<file path="src/rtl/axis_word_serializer.sv">
// AXI-Stream wide-to-word serializer: emits kept words of each input beat in ascending index order.
// Optional statistics counters are enabled with AXIS_WORD_SERIALIZER_STATS_EN.
module axis_word_serializer #(
  parameter int WORD_WIDTH = 16,
  parameter int BUS_WIDTH  = 64,
  localparam int WORDS_PER_BEAT = BUS_WIDTH / WORD_WIDTH
) (
  input  logic                      aclk,
  input  logic                      areset,
  output logic                      s_ready,
  input  logic                      s_valid,
  input  logic                      s_last,
  input  logic [BUS_WIDTH-1:0]      s_data,
  input  logic [WORDS_PER_BEAT-1:0] s_keep,
  input  logic                      m_ready,
  output logic                      m_valid,
  output logic                      m_last,
  output logic [WORD_WIDTH-1:0]     m_data,
  output logic                      m_keep
`ifdef AXIS_WORD_SERIALIZER_STATS_EN
  ,
  output logic [31:0]               o_word_count,
  output logic [31:0]               o_pkt_count
`endif
);

  // state  | meaning
  // IDLE   | no beat held, ready for a new input beat
  // SERIAL | presenting remaining kept words (or a null-last beat)
  typedef enum logic {IDLE, SERIAL} state_t;

  localparam int IDX_W = (WORDS_PER_BEAT > 1) ? $clog2(WORDS_PER_BEAT) : 1;

  state_t                    state_q, state_d;
  logic [BUS_WIDTH-1:0]      data_q, data_d;
  logic [WORDS_PER_BEAT-1:0] keep_q, keep_d;
  logic                      last_q, last_d;
  logic                      null_q, null_d;
  logic                      m_valid_q, m_valid_d;
  logic                      m_last_q, m_last_d;
  logic                      m_keep_q, m_keep_d;
  logic [WORD_WIDTH-1:0]     m_data_q, m_data_d;
  logic                      rst_done_q;

  logic                      one_left;
  logic                      m_hs;
  logic                      s_hs;
  logic [IDX_W-1:0]          cur_idx;
  logic [IDX_W-1:0]          nxt_idx;

  function automatic logic [IDX_W-1:0] low_idx(input logic [WORDS_PER_BEAT-1:0] k);
    low_idx = '0;
    for (int i = WORDS_PER_BEAT - 1; i >= 0; i--) begin
      if (k[i]) low_idx = IDX_W'(i);
    end
  endfunction

  assign cur_idx  = low_idx(keep_q);
  assign one_left = null_q || ($countones(keep_q) == 1);
  assign m_hs     = m_valid_q && m_ready;
  // In SERIAL the slave side opens only while the final word is leaving, so beats chain without bubbles.
  assign s_ready  = rst_done_q && ((state_q == IDLE) || (m_ready && one_left));
  assign s_hs     = s_valid && s_ready;

  always_comb begin
    state_d = state_q;
    data_d  = data_q;
    keep_d  = keep_q;
    last_d  = last_q;
    null_d  = null_q;
    nxt_idx = '0;

    if ((state_q == SERIAL) && m_hs) begin
      if (one_left) begin
        state_d = IDLE;
        keep_d  = '0;
        last_d  = 1'b0;
        null_d  = 1'b0;
      end else begin
        keep_d[cur_idx] = 1'b0;
      end
    end

    // An all-zero keep beat without last carries nothing and is dropped on the floor.
    if (s_hs && ((s_keep != '0) || s_last)) begin
      state_d = SERIAL;
      data_d  = s_data;
      keep_d  = s_keep;
      last_d  = s_last;
      null_d  = (s_keep == '0);
    end

    nxt_idx   = low_idx(keep_d);
    m_valid_d = (state_d == SERIAL);
    m_keep_d  = (state_d == SERIAL) && !null_d;
    m_last_d  = (state_d == SERIAL) && last_d && (null_d || ($countones(keep_d) == 1));
    m_data_d  = ((state_d == SERIAL) && !null_d) ? data_d[nxt_idx*WORD_WIDTH +: WORD_WIDTH] : '0;
  end

  always_ff @(posedge aclk) begin
    if (areset) begin
      state_q    <= IDLE;
      data_q     <= '0;
      keep_q     <= '0;
      last_q     <= 1'b0;
      null_q     <= 1'b0;
      m_valid_q  <= 1'b0;
      m_last_q   <= 1'b0;
      m_keep_q   <= 1'b0;
      m_data_q   <= '0;
      rst_done_q <= 1'b0;
    end else begin
      state_q    <= state_d;
      data_q     <= data_d;
      keep_q     <= keep_d;
      last_q     <= last_d;
      null_q     <= null_d;
      m_valid_q  <= m_valid_d;
      m_last_q   <= m_last_d;
      m_keep_q   <= m_keep_d;
      m_data_q   <= m_data_d;
      rst_done_q <= 1'b1;
    end
  end

  assign m_valid = m_valid_q;
  assign m_last  = m_last_q;
  assign m_keep  = m_keep_q;
  assign m_data  = m_data_q;

`ifdef AXIS_WORD_SERIALIZER_STATS_EN
  logic [31:0] word_count_q, word_count_d;
  logic [31:0] pkt_count_q, pkt_count_d;

  always_comb begin
    word_count_d = word_count_q + ((m_hs && m_keep_q) ? 32'd1 : 32'd0);
    pkt_count_d  = pkt_count_q + ((m_hs && m_last_q) ? 32'd1 : 32'd0);
  end

  always_ff @(posedge aclk) begin
    if (areset) begin
      word_count_q <= '0;
      pkt_count_q  <= '0;
    end else begin
      word_count_q <= word_count_d;
      pkt_count_q  <= pkt_count_d;
    end
  end

  assign o_word_count = word_count_q;
  assign o_pkt_count  = pkt_count_q;
`endif

endmodule

</file>
<file path="config.mk">
export PLATFORM = sky130hd
export DESIGN_NAME = axis_word_serializer
export DESIGN_NICKNAME = d
export VERILOG_FILES = /design/src/rtl/axis_word_serializer.sv
export SDC_FILE = /design/constraint.sdc
export NUM_CORES = 1
export LEC_CHECK = 0
export ABC_AREA = 1
export BUFFER_PORTS_ARGS = -buffer_cell sky130_fd_sc_hd__buf_2
export CAP_MARGIN = 10
export CORE_UTILIZATION = 35
export DETAILED_ROUTE_END_ITERATION = 7
export GPL_ROUTABILITY_DRIVEN = 0
export MAX_ROUTING_LAYER = met4
export PLACE_DENSITY_LB_ADDON = 0.25
export SETUP_SLACK_MARGIN = 0.5
export SLEW_MARGIN = 15
export SYNTH_ARGS = -nofsm -noshare
export SYNTH_HDL_FRONTEND = slang
export SYNTH_SLANG_ARGS = --single-unit
</file>
<file path="constraint.sdc">
create_clock -name aclk -period 8 [get_ports aclk]
set_clock_uncertainty 0.1 [all_clocks]
set_input_delay 2 -clock aclk [delete_from_list [all_inputs] [get_ports aclk]]
set_output_delay 2 -clock aclk [all_outputs]
set_load 0.05 [all_outputs]
</file>
==> results.txt <==
CP required: 8150 ps
Initial DRC Count: 159
Synth top area share: 0.458
Leakage Power: 2.30 nW
root buffer selected by CTS: clkbuf_8
setup slack, reg-to-reg: 2970 ps
Cells after Synth: 483
number of gates resized after cts: 0
Internal: 0.677 mW
n_diodes: 0
Hold Path Sink: data_q[7]
via count: 3,383
WL/cell: 13.9 µm
first-pass GRT wire length: 15.8 mm
DP Cell Count: 686
Worst Max-Slew Pin Slew: 921 ps
Reg area: 0.00180 mm²
logic gate share of total power: 0.229
number of max-cap violations: 0
post-synth top area cell: dfxtp_1
clock share of power: 0.290
Final Instance Area: 0.00461 mm²
Hold Buf Count CTS: 0
switching share of power: 0.329
max frequency: 0.193 GHz
H-Tree Depth: 3
DRT Wirelength: 9.76 mm
Slew HR: 0.386
r2r endpoint: m_last
most frequent cells in the layout: buf_2, dfxtp_1, nand3_1
gr ovfl total: 0
via count of the first global-routing pass: 3,299
status: completed
Net Switching: 0.332 mW
P&R area growth vs syn: 17.2%
HP Start: data_q[7]
Non-Filler Instances: 702
core area: 0.0109 mm²
initial antenna violation count: 0
fraction of layout cells with a size suffix above 1: 0.272
Ports: 93
CP Buf/Inv Count: 6
fin crit period: 5170 ps
clock buffer depth: 2
GRT Total Usage: 0.181
remaining antenna violation count: 0
Die Ht: 108 µm
worst hold path depth: 2
max-slew violation count: 0
endpoint class of the critical path: flip-flop
Netlist Area Pre-Place: 0.00393 mm²
crit-path cells: buf_2 > nor2_1 > nand3_1 > nand2_1 > inv_2 > nand3_4 > inv_4 > nand2_1 > nand2_1 > inv_4 > fa_1 > inv_1 > ha_1 > ha_1 > inv_1 > a31oi_1 > nor3_1
sequential cell area fraction in the yosys report: 0.458
Netlist cell types: 28
cell row count: 38
die width: 108 µm
CTS tree: yes
top cells by area, synth: dfxtp_1, nand3_1, mux2i_1
Placed Area: 0.00442 mm²
port bufs: 92
startpoint types: input pin
footprint of the multi-input gates: 0.00186 mm²
Yosys warnings: 0
Initial Utilization: 0.361
PwrDens: 219 mW/mm²
Worst path most repeated cell: nand2_1
worst hold-check path type: reg -> reg
clock buffer count from CTS: 9
post-synthesis sequential element count: 90
vias per cell: 4.82
r2r startpoint: keep_q[0]
Worst Path Class, Setup: in -> reg
worst reg2reg path depth: 22
Setup TNS: 0 ps
RSZ-0062 raised after global routing: false
syn_nets: 563
drt pass-1 iters: 4
final setup fails: 0
clk sink count: 90
Critical Path Fanout Max: 73
Mean Syn Cell Area: 8.14 µm²
Skew-Pair Late Insertion Delay: 360 ps
post-DP HPWL: 6.90 mm
Seq pwr share: 0.481
Nets: 637
final hold vios: 0
Final Cycle Share: 0.647
CP max-delay cell: nand3_4
largest net degree at the start of global routing: 74
clk slew on worst S/H paths: 90 ps
Post CTS Setup Buffer Count: 0
fill count: 1,129
slowest stage delay, CP: 670 ps
Top Family by Delay on Critical Path: simple AND/OR/NAND/NOR gates
drt drc: 0
Peak VDD IR: 0.0000916 V
commonest non-fill, non-tap cell in the layout: buf_2
Data arrival, critical path: 5330 ps
Die Area: 0.0117 mm²
[kinds of logic (layout without fill, tap and decap cells)]
logic type / after synthesis / after routing / synth area share
fa+ha+maj: 7 / 7 / 0.0261
mux: 32 / 32 / 0.0815
buf+inv: 59 / 138 / 0.0678
simple gates: 244 / 244 / 0.301
flops: 90 / 90 / 0.458
compound gates: 51 / 51 / 0.0652
[cells in the mapped netlist, drive strengths merged]
library cell,number
dfxtp,90
nand3,75
nor2,74
nand2,58
o21ai,33
mux2i,32
or2,32
inv,29
a21oi,17
buf,17
clkbuf,13
ha,5
nand4,3
fa,2
a31oi,1
nand3b,1
nor3,1
[worst min-delay path, stage by stage (launching register included)]
cell and delay (ps):
dfxtp_1 310, mux2i_1 80, nor2_1 80
[worst max path at each step]
stage                         start  cells after the start       to  slack (ps)
after global routing      keep_q[0]                     22   m_last        2490
after floorplan             m_ready                      4  s_ready        3410
after detailed placement  s_keep[0]                     17   m_last        2400
after CTS                 s_keep[0]                     17   m_last        2760
final                     s_keep[0]                     17   m_last        2830
after global placement    s_keep[0]                     17   m_last        2480
[sequential cells by signal, summed over array words and instances, names as in the netlist]
name / flops
data_q: 64
keep_q: 4
last_q: 1
m_data: 16
m_keep: 1
m_last: 1
m_valid: 1
null_q: 1
rst_done_q: 1
[metal layers]
| metal | global-route usage | routed length [µm] |
|---|---|---|
| met1 | 0.243 | 4770 |
| met2 | 0.271 | 4390 |
| met3 | 0.0332 | 464 |
| met4 | 0.0665 | 129 |
| met5 | - | 0 |
[layout make-up]
class | count | share of cell area
repair buffers | 93 | 0.102
flip-flops and latches | 90 | 0.391
multi-input cells | 334 | 0.404
inverters | 29 | 0.0247
well taps | 140 | 0.0380
clock buffers | 10 | 0.0299
clock inverters | 6 | 0.0106
[metrics by stage]
step / utilization / total power [mW] / hold slack [ps] / setup slack, ps
5_1_grt: 0.423 / 1.07 / 424 / 2490
6_report: 0.423 / 1.01 / 402 / 2830
2_1_floorplan: - / 0.670 / 360 / 3410
3_5_place_dp: 0.406 / 0.728 / 382 / 2400
4_1_cts: 0.423 / 1.02 / 404 / 2760
3_3_place_gp: 0.406 / 0.724 / 373 / 2480
[power by group through the flow]
| stage | Combinational, mW | Sequential (mW) | Clock, mW |
|---|---|---|---|
| 2_1_floorplan | 0.152 | 0.518 | 0 |
| 3_3_place_gp | 0.228 | 0.496 | 0 |
| 3_5_place_dp | 0.231 | 0.497 | 0 |
| 4_1_cts | 0.232 | 0.486 | 0.299 |
| 5_1_grt | 0.259 | 0.489 | 0.320 |
| 6_report | 0.231 | 0.486 | 0.292 |
(Power assumes the default switching activity.)
